`config.mk`:
```
export PLATFORM = sky130hd
export DESIGN_NAME = pipe_reg_if_id_v2_flat
export DESIGN_NICKNAME = d
export VERILOG_FILES = /design/src/rtl/pipe_reg_if_id_v2_if.sv /design/src/rtl/pipe_reg_if_id_v2.sv /design/src/flat_wrapper.sv
export SDC_FILE = /design/constraint.sdc
export NUM_CORES = 1
export LEC_CHECK = 0
export CAP_MARGIN = 20
export CORE_MARGIN = 3
export CORE_UTILIZATION = 29
export DETAILED_ROUTE_END_ITERATION = 7
export GPL_TIMING_DRIVEN = 0
export PLACE_DENSITY_LB_ADDON = 0.1
export SLEW_MARGIN = 10
export SYNTH_ARGS = -nofsm -noshare
export SYNTH_HDL_FRONTEND = slang
export SYNTH_SLANG_ARGS = --single-unit
```
`constraint.sdc`:
```
create_clock -name clk -period 2.5 [get_ports clk]
set_input_delay 0.5 -clock clk [delete_from_list [all_inputs] [get_ports clk]]
set_output_delay 0.5 -clock clk [all_outputs]
set_load 0.02 [all_outputs]
```
`src/rtl/pipe_reg_if_id_v2_if.sv`:
```
// rtl/pipe_reg_if_id_v2_if.sv - IF/ID pipeline register bus bundle
//
// Groups the fetch-side inputs and the decode-side registered outputs of the
// IF/ID pipeline register.
//   master : driven by fetch/hazard logic (flush, stall, in_valid, *_hat),
//            observes the registered outputs
//   slave  : the pipeline register itself
// Optional PIPE_REG_PERF_CNT_EN adds stall_cnt / flush_cnt to the bundle.
interface pipe_reg_if_id_v2_if #(
  parameter int INST_LENGTH = 32,
  parameter int DATA_LENGTH = 32,
  parameter int PC_LENGTH   = 32
) ();
  logic                   flush;
  logic                   stall;
  logic                   in_valid;
  logic [INST_LENGTH-1:0] inst_hat;
  logic [DATA_LENGTH-1:0] dataA_hat;
  logic [DATA_LENGTH-1:0] dataB_hat;
  logic [PC_LENGTH-1:0]   PC_hat;
  logic [INST_LENGTH-1:0] inst;
  logic [DATA_LENGTH-1:0] dataA;
  logic [DATA_LENGTH-1:0] dataB;
  logic [PC_LENGTH-1:0]   PC;
  logic                   valid;
  logic                   squashing;
`ifdef PIPE_REG_PERF_CNT_EN
  logic [31:0]            stall_cnt;
  logic [31:0]            flush_cnt;
`endif

  modport master (
    output flush, stall, in_valid, inst_hat, dataA_hat, dataB_hat, PC_hat,
    input  inst, dataA, dataB, PC, valid, squashing
`ifdef PIPE_REG_PERF_CNT_EN
    , input stall_cnt, flush_cnt
`endif
  );

  modport slave (
    input  flush, stall, in_valid, inst_hat, dataA_hat, dataB_hat, PC_hat,
    output inst, dataA, dataB, PC, valid, squashing
`ifdef PIPE_REG_PERF_CNT_EN
    , output stall_cnt, flush_cnt
`endif
  );
endinterface

```
`src/rtl/pipe_reg_if_id_v2.sv`:
```
// rtl/pipe_reg_if_id_v2.sv - IF/ID pipeline register with stall, valid, bubbles and flush window
//
// Carries instruction, two operand words and PC from fetch into decode.
// Ports:
//   clk   : rising-edge clock
//   rst_n : asynchronous active-low reset
//   bus   : pipe_reg_if_id_v2_if.slave
//           in : flush, stall, in_valid, inst_hat, dataA_hat, dataB_hat, PC_hat
//           out: inst, dataA, dataB, PC, valid, squashing
//                (stall_cnt, flush_cnt when PIPE_REG_PERF_CNT_EN is defined)
// A flush pulse squashes FLUSH_DEPTH consecutive non-stalled edges; squashing
// is high while further squash edges remain.
module pipe_reg_if_id_v2 #(
  parameter int                     INST_LENGTH = 32,
  parameter int                     DATA_LENGTH = 32,
  parameter int                     PC_LENGTH   = 32,
  parameter logic [INST_LENGTH-1:0] NOP_INST    = 32'h00000033,
  parameter int                     FLUSH_DEPTH = 1
) (
  input logic                clk,
  input logic                rst_n,
  pipe_reg_if_id_v2_if.slave bus
);

  // Counter must hold FLUSH_DEPTH-1; keep at least one bit even when depth is 1.
  localparam int              SQ_W     = (FLUSH_DEPTH > 1) ? $clog2(FLUSH_DEPTH) : 1;
  localparam logic [SQ_W-1:0] SQ_START = SQ_W'(FLUSH_DEPTH - 1);

  typedef enum logic [1:0] {
    ACT_HOLD,
    ACT_BUBBLE,
    ACT_LOAD
  } act_t;

  act_t            act;
  logic [SQ_W-1:0] sq_cnt;
  logic [SQ_W-1:0] sq_next;

  // Edge action in priority order: flush, window (hold/bubble), stall, bubble, load.
  always_comb begin
    act     = ACT_HOLD;
    sq_next = sq_cnt;
    if (bus.flush) begin
      act     = ACT_BUBBLE;
      sq_next = SQ_START;
    end else if (sq_cnt != '0) begin
      if (!bus.stall) begin
        act     = ACT_BUBBLE;
        sq_next = sq_cnt - SQ_W'(1);
      end
    end else if (!bus.stall) begin
      act = bus.in_valid ? ACT_LOAD : ACT_BUBBLE;
    end
  end

  always_ff @(posedge clk or negedge rst_n) begin
    if (!rst_n) begin
      bus.inst      <= NOP_INST;
      bus.dataA     <= '0;
      bus.dataB     <= '0;
      bus.PC        <= '0;
      bus.valid     <= 1'b0;
      bus.squashing <= 1'b0;
      sq_cnt        <= '0;
    end else begin
      case (act)
        ACT_BUBBLE: begin
          bus.inst  <= NOP_INST;
          bus.dataA <= '0;
          bus.dataB <= '0;
          bus.PC    <= '0;
          bus.valid <= 1'b0;
        end
        ACT_LOAD: begin
          bus.inst  <= bus.inst_hat;
          bus.dataA <= bus.dataA_hat;
          bus.dataB <= bus.dataB_hat;
          bus.PC    <= bus.PC_hat;
          bus.valid <= 1'b1;
        end
        default: ;
      endcase
      sq_cnt        <= sq_next;
      bus.squashing <= (sq_next != '0);
    end
  end

`ifdef PIPE_REG_PERF_CNT_EN
  // Saturating event counters; a flush edge is never counted as a stall.
  always_ff @(posedge clk or negedge rst_n) begin
    if (!rst_n) begin
      bus.stall_cnt <= '0;
      bus.flush_cnt <= '0;
    end else begin
      if (bus.stall && !bus.flush && (bus.stall_cnt != 32'hFFFFFFFF))
        bus.stall_cnt <= bus.stall_cnt + 32'd1;
      if (bus.flush && (bus.flush_cnt != 32'hFFFFFFFF))
        bus.flush_cnt <= bus.flush_cnt + 32'd1;
    end
  end
`endif

endmodule

```
`src/flat_wrapper.sv`:
```
// flat-port wrapper written by rule: the top's interface ports become plain ports
module pipe_reg_if_id_v2_flat 
#(
  parameter int                     INST_LENGTH = 32,
  parameter int                     DATA_LENGTH = 32,
  parameter int                     PC_LENGTH   = 32,
  parameter logic [INST_LENGTH-1:0] NOP_INST    = 32'h00000033,
  parameter int                     FLUSH_DEPTH = 1
)
  (clk, rst_n, bus_flush, bus_stall, bus_in_valid, bus_inst_hat, bus_dataA_hat, bus_dataB_hat, bus_PC_hat, bus_inst, bus_dataA, bus_dataB, bus_PC, bus_valid, bus_squashing);
  pipe_reg_if_id_v2_if #(.INST_LENGTH(INST_LENGTH), .DATA_LENGTH(DATA_LENGTH), .PC_LENGTH(PC_LENGTH)) bus_i ();
  input logic clk;
  input logic rst_n;
  input wire logic [$bits(bus_i.flush)-1:0] bus_flush;
  input wire logic [$bits(bus_i.stall)-1:0] bus_stall;
  input wire logic [$bits(bus_i.in_valid)-1:0] bus_in_valid;
  input wire logic [$bits(bus_i.inst_hat)-1:0] bus_inst_hat;
  input wire logic [$bits(bus_i.dataA_hat)-1:0] bus_dataA_hat;
  input wire logic [$bits(bus_i.dataB_hat)-1:0] bus_dataB_hat;
  input wire logic [$bits(bus_i.PC_hat)-1:0] bus_PC_hat;
  output wire logic [$bits(bus_i.inst)-1:0] bus_inst;
  output wire logic [$bits(bus_i.dataA)-1:0] bus_dataA;
  output wire logic [$bits(bus_i.dataB)-1:0] bus_dataB;
  output wire logic [$bits(bus_i.PC)-1:0] bus_PC;
  output wire logic [$bits(bus_i.valid)-1:0] bus_valid;
  output wire logic [$bits(bus_i.squashing)-1:0] bus_squashing;
  assign bus_i.flush = bus_flush;
  assign bus_i.stall = bus_stall;
  assign bus_i.in_valid = bus_in_valid;
  assign bus_i.inst_hat = bus_inst_hat;
  assign bus_i.dataA_hat = bus_dataA_hat;
  assign bus_i.dataB_hat = bus_dataB_hat;
  assign bus_i.PC_hat = bus_PC_hat;
  assign bus_inst = bus_i.inst;
  assign bus_dataA = bus_i.dataA;
  assign bus_dataB = bus_i.dataB;
  assign bus_PC = bus_i.PC;
  assign bus_valid = bus_i.valid;
  assign bus_squashing = bus_i.squashing;
  pipe_reg_if_id_v2 #(.INST_LENGTH(INST_LENGTH), .DATA_LENGTH(DATA_LENGTH), .PC_LENGTH(PC_LENGTH), .NOP_INST(NOP_INST), .FLUSH_DEPTH(FLUSH_DEPTH)) u_core (.clk(clk), .rst_n(rst_n), .bus(bus_i));
endmodule
```
Word level (Yosys, flattened, before mapping)

Cells that the tools add are included.

Reductions and logical operators: 1
Equal/unequal tests: 2
$mul: 0
$lt $le $gt $ge: 0
Muxes and demuxes: 13
Bitwise logic cells: 0
Div/mod/pow operators: 0
$add $sub $neg: 1
Shift operators: 0

Operators with widths:

| cell                  | count |
|---|---|
| $pmux W32 S2          | 4 |
| $mux W2               | 4 |
| $mux W1               | 4 |
| $eq A2 B1 Y1 const B  | 1 |
| $eq A2 B2 Y1 const B  | 1 |
| $pmux W1 S2           | 1 |
| $reduce_bool A2 Y1    | 1 |
| $sub A1 B1 Y1 const B | 1 |

Bits in read-only memories: 0
Memories: 0
Latch bits: 0
Input port bits: 133
Bits in writable memories: 0
Flip-flop bits (word level): 130

Depth between registers and ports, before layout

Gate-level depths: netlist of the first run.

Word-level depth: 6
Depth in mapped cells: 7
Gate-level depth less buffers: 5

Worst setup path before layout of the first run

Ideal clock, no wire load.

Path kind: reg2reg
Start point: reg, netlist name u_core.bus.squashing
End point: reg u_core.bus.PC[0]
Library setup time: 0.127 ns
Data required time: 2.373 ns
Data arrival time: 1.557 ns
Cell stages (with the launch flop): 8
Buffers on the path: 2
Slack: 0.816 ns
Path through: dfrtp_1 nand2b_1 nor3_1 ha_1 buf_4 buf_2 nand2_1 o21ai_0

RTL lines:

| what                 | RTL line                   | RTL |
|---|---|---|
| to (signal assigned) | pipe_reg_if_id_v2.sv:78    | `bus.PC <= bus.PC_hat;` |
| to (decl)            | pipe_reg_if_id_v2_if.sv:42 | `output inst, dataA, dataB, PC, valid, squashing` |

Worst setup path in the final report of the first run

Start point: reg u_core.bus.inst[0]
End point: out bus_inst[0]

RTL lines:

| what                   | RTL line                   | RTL |
|---|---|---|
| from (decl)            | pipe_reg_if_id_v2_if.sv:42 |  |
| from (signal assigned) | pipe_reg_if_id_v2.sv:75    | `bus.inst <= bus.inst_hat;` |
| to (decl)              | flat_wrapper.sv:21         | `output wire logic [$bits(bus_i.inst)-1:0] bus_inst;` |

No word-level cell between the ends.

==> flow_summary.ini, run 1 <==
[final_layout]
layout-drive-gt1-share_pct = 8.60
syn_to_final_growth_pct = 67.5
finish.utilization_pct = 49.9
antennaDiodeCount = 0
nets = 982

[sta]
slew_headroom_pct = 52.7
max_clock_freq_ghz = 0.490
setup_viol = 0
post-route-period-util_pct = 81.7
rsz0062_at_grt = false
tightest_slew_ns = 0.710
finalMaxSlewViolations = 0
fin_crit_ns = 2.04
skew_ns = 0.00738
finalHoldViolCount = 0

[global_route]
grt_usage_pct = 17.2
grt_pass1_vias = 4991
antenna_found_initial = 0
grt_pass1_wl_mm = 26.7
grt-ovfl-total = 0
grt_max_degree = 76

[placement]
gp_congestion = 0.778
port-buffer-count = 262
dp_hpwl_mm = 12.6

[clock_network]
path_clk_slew_ns = 0.05
insertion_delay_ns = 0.40
numClockSinks = 130
clockRootBuffer = clkbuf_16
postCtsResizedCells = 0
numCtsBuffers = 17
clk_path_buf_depth = 2
cts_hold_buffers = 0
cts_setup_buffers = 0
htreeDepth = 4
cts_tree = done

[synthesis]
synthTopCellsByArea = dfrtp_1 (61%), nand2_1 (18%), o21ai_0 (12%), buf_2 (2.3%), buf_4 (2.3%)
ys_ff_latch = 130
syn_area_um2 = 5190
synth_fp_nets = 700
ys.flop_type = dfrtp_1
async_reset_ff_share_pct = 100
ys_types = 15
synth.yosys.seq_area_share_pct = 62.8
yosys.area.top_type = dfrtp_1
yosys_warnings = 0
synth_commonest_cells = nand2_1 (249), dfrtp_1 (126), o21ai_0 (124)
synth_edf_count = 0
synth_top_area_share_pct = 60.8
syn_area_per_cell_um2 = 9.18
netlist_instances = 565
yosysMostFrequentCell = nand2_1

[drt]
post_drt_wl_per_cell_um = 15.7
drc = 0
viasPerCell = 4.45
num_vias = 4825
totalWireLength_mm = 17.0
drtAntennaViolNets = 0
first_pass_iters = 4
drt-initial-drc-count = 216

[power_and_ir_drop]
peakVddDrop_uv = 429
p_per_area_nw_per_um2 = 595
design_power_total_mw = 5.17
p_leak_nw = 3.64

[worst_setup_path]
start_kind = flip-flop
crit_arrival_ns = 1.54
critPathMaxStageDelay_ns = 0.61
cp.depth = 1
crit_path_end_kind = output port
ff2ff_path_depth = 6
critPathKind = reg -> out
worstPathRequired_ns = 2.00
worst-path-buf-inv = 1
r2r_slack_ns = 0.68
crit_path_top_delay_cell = clkdlybuf4s50_1
crit_fanout = 2
crit_family = buffers and inverters
path_cells = clkdlybuf4s50_1

[status]
status = complete, no violations

[floorplanning]
initial_core_util_pct = 29.8
die-height_um = 140
pin_count = 263
core_area_um2 = 17400
fp-row-count = 48
die_w_um = 140
die_area_um2 = 19500

[min_path]
hp-class = in -> async

[job]
drv_cap = 0
-- logic make-up after synthesis --
group                      after synthesis  synth area share (%)
DFF                                    130                  62.8
adders and majority gates                2                 0.482
muxes                                    1                 0.217
and+or+nand+nor                        256                  18.9
AOI/OAI and AO/OA                      129                  12.4
buffers and inverters                   47                  5.14
-- placed cells by master, fill, tap and decap left out, drive strengths merged, types with 2 or more instances in the layout --
master and instances:
clkdlybuf4s50 261, clkbuf 29, dfrtp 126, o21ai 124
a21oi 5, ha 2, buf 42, clkinv 3
nand2 249, dfstp 4, nor3b 4, inv 5
-- metal layers --
layer | track usage, % | routed length (µm) | share of wire (%)
met3 | 7.18 | 1420 | 8.3
met5 | 0 | 0 | 0
met1 | 21.2 | 7140 | 42
met2 | 28.2 | 8240 | 48
met4 | 4.23 | 199 | 1.2
-- per-stage QoR --
| stage | setup slack, ns | cell area [µm²] | hold slack, ns | instances | TNS (ns) |
|---|---|---|---|---|---|
| floorplan | 0.816 | 5190 | 0.204 | 565 | 0 |
| global placement | -4.28 | 8090 | 0.454 | 1052 | -548.00 |
| detailed placement | 0.136 | 8120 | 0.457 | 1053 | 0 |
| CTS | 0.433 | 8680 | 0.137 | 1085 | 0 |
| global route | 0.395 | 8680 | 0.168 | 1085 | 0 |
| finish | 0.458 | 8680 | 0.116 | 1085 | 0 |
-- where the power goes --
group	switching (mW)	total (mW)	internal [mW]
Clock	0.853	2.35	1.50
Combinational	0.323	0.645	0.323
Sequential	0.0247	2.18	2.15
Total	1.20	5.17	3.97
-- state kept, by name, summed over array words and instances, names as in the netlist --
name                  cells
u_core.bus.inst          32
u_core.bus.dataA         32
u_core.bus.valid          1
u_core.bus.dataB         32
u_core.bus.PC            32
u_core.bus.squashing      1
-- cell type report --
class,instances,area [µm²]
fillers,1624,8730
flip-flops and latches,130,3260
repair buffers,263,2650
multi-input cells,388,1660
clock buffers,27,513
well taps,225,282
plain buffers,42,248
clock inverters,5,52.6
inverters,5,18.8
-- worst paths after layout --
kind / start / endpoint
setup / recovery: u_core.bus.inst[0]$_DFFE_PN1P_ / bus_inst[0]
hold / removal: rst_n / u_core.bus.inst[14]$_DFFE_PN0P_
setup reg to reg: u_core.bus.squashing$_DFF_PN0_ / u_core.bus.dataB[24]$_DFFE_PN0P_
hold reg to reg: u_core.bus.inst[5]$_DFFE_PN1P_ / u_core.bus.inst[5]$_DFFE_PN1P_
max in group asynchronous: rst_n / u_core.bus.dataB[2]$_DFFE_PN0P_
min in group clk: u_core.bus.inst[5]$_DFFE_PN1P_ / u_core.bus.inst[5]$_DFFE_PN1P_
Note: power is estimated with default switching activity, not from simulation.
==> run 2, diff against run 1 <==
==> constraint.sdc (replaced) <==
create_clock -name clk -period 1.8 [get_ports clk]
set_input_delay 0.36 -clock clk [delete_from_list [all_inputs] [get_ports clk]]
set_output_delay 0.36 -clock clk [all_outputs]
set_load 0.02 [all_outputs]
==> run 2 against run 1 <==
Against the previous run: register-to-register slack got worse by 0.57 ns; routed wire length rose by 0.52%; largest power group unchanged; total power rose by 39%; largest cell class unchanged; flip-flop and latch count did not move; combinational power rose by 43%; core utilization rose by 0.65 points; highest routed layer unchanged; clock-buffer cell count did not move; clock power rose by 39%.
==> flow_summary.ini, run 2 (synthesized netlist as in run 1, its figures left out) <==
[clock_network]
insertion_delay_ns = 0.40
clockRootBuffer = clkbuf_16
numCtsBuffers = 17
clk_path_buf_depth = 2
htreeDepth = 4
cts_tree = done
path_clk_slew_ns = 0.05
numClockSinks = 130

[power_and_ir_drop]
design_power_total_mw = 7.20
p_per_area_nw_per_um2 = 819
peakVddDrop_uv = 599
p_leak_nw = 3.97

[worst_setup_path]
path_cells = clkdlybuf4s50_1
r2r_slack_ns = 0.11
crit_path_top_delay_cell = clkdlybuf4s50_1
crit_fanout = 2
crit_arrival_ns = 1.40
worst-path-buf-inv = 1
start_kind = flip-flop
crit_path_end_kind = output port
crit_family = buffers and inverters
critPathKind = reg -> out
worstPathRequired_ns = 1.44
critPathMaxStageDelay_ns = 0.64

[job]
drv_cap = 0

[sta]
max_clock_freq_ghz = 0.568
finalMaxSlewViolations = 0
fin_tns_setup_ns = 0
timing.hold.ws_ns = 0.465
finalWorstSetupSlack_ns = 0.0388
finalHoldViolCount = 0
tightest_slew_ns = 0.711
post-route-period-util_pct = 97.8
setup_viol = 0
fin_crit_ns = 1.76
slew_headroom_pct = 52.6
skew_ns = 0.00710

[floorplanning]
die-height_um = 140
die_area_um2 = 19500
pin_count = 263
die_w_um = 140
initial_core_util_pct = 29.8
fp-row-count = 48
core_area_um2 = 17400

[final_layout]
layout_commonest_cell = nand2_1
nets = 984
layout_common_cells = nand2_1 (249), clkdlybuf4s50_1 (238), dfrtp_1 (126), o21ai_0 (103), buf_2 (22)
syn_to_final_growth_pct = 69.7
finish.utilization_pct = 50.5
antennaDiodeCount = 0
final_area_um2 = 8800
layout-drive-gt1-share_pct = 9.40
fin_cells = 1087
nFillCells = 1623

[placement]
port-buffer-count = 262
dp_hpwl_mm = 12.6
placedCellCount = 1053
gp_congestion = 0.778
place_ws_ns = -0.424
dpl_cell_area_um2 = 8120

[drt]
first_pass_iters = 6
totalWireLength_mm = 17.1
drtAntennaViolNets = 0
viasPerCell = 4.47
num_vias = 4855
post_drt_wl_per_cell_um = 15.7
drt-initial-drc-count = 172
drc = 0

[global_route]
grt-ovfl-total = 0
grt_pass1_wl_mm = 26.7
grt_usage_pct = 17.2
grt_max_degree = 76
antenna_found_initial = 0
grt_pass1_vias = 4996

[status]
status = complete, no violations

[min_path]
hp-class = reg -> reg
-- run 2: cell types whose count changed in the layout (fill, tap and decap cells not counted), sizes merged --
cell,before,now
dlygate4sd2,0,6
dlygate4sd3,0,1
dlymetal6s2s,0,17
clkdlybuf4s50,261,238
buf,42,43
-- run 2: path summary, 6_finish.rpt --
| kind | startpoint | to | cells after the start |
|---|---|---|---|
| hold / removal | u_core.bus.inst[5]$_DFFE_PN1P_ | u_core.bus.inst[5]$_DFFE_PN1P_ | 2 |
| min in group asynchronous | rst_n | u_core.bus.inst[14]$_DFFE_PN0P_ | 2 |
| setup reg to reg | u_core.bus.squashing$_DFF_PN0_ | u_core.bus.inst[17]$_DFFE_PN0P_ | 7 |
| hold reg to reg | u_core.bus.inst[5]$_DFFE_PN1P_ | u_core.bus.inst[5]$_DFFE_PN1P_ | 2 |
| setup / recovery | u_core.bus.dataA[23]$_DFFE_PN0P_ | bus_dataA[23] | 1 |
| max in group asynchronous | rst_n | u_core.bus.dataB[2]$_DFFE_PN0P_ | 3 |
-- run 2: routing by layer --
metal / up-vias / track usage (%) / routed length [µm]
met4: 0 / 4.23 / 210
li1: 2377 / - / -
met2: 183 / 28.3 / 8290
met3: 13 / 7.15 / 1440
met5: - / 0 / 0
met1: 2282 / 21.2 / 7150
-- run 2: repair_timing --
action                     in CTS  in global routing
pin swaps                       1                  2
setup endpoints to repair     111                143
hold buffers                    1                  0
setup buffers                   1                  0
hold endpoints to repair        2                  0
resized for setup              10                 50
-- run 2: power by group --
| part | leakage, nW | internal [mW] | switching (mW) |
|---|---|---|---|
| Sequential | 1.79 | 2.99 | 0.0336 |
| Combinational | 1.91 | 0.463 | 0.458 |
| Clock | 0.277 | 2.08 | 1.18 |
| Total | 3.97 | 5.53 | 1.67 |
-- run 2: tightest hold or removal path: stages, from the launching register on --
cell and delay, ns:
dfstp_2 0.36, inv_1 0.04, a21oi_1 0.06
-- run 2: final cells by class --
cell class,count,area (µm²),area share [%]
plain buffers,42,274,3.11
clock buffers,27,513,5.83
clock inverters,5,52.6,0.597
inverters,5,18.8,0.213
multi-input cells,388,1700,19.3
flip-flops and latches,130,3260,37.0
well taps,225,282,3.20
repair buffers,265,2700,30.7
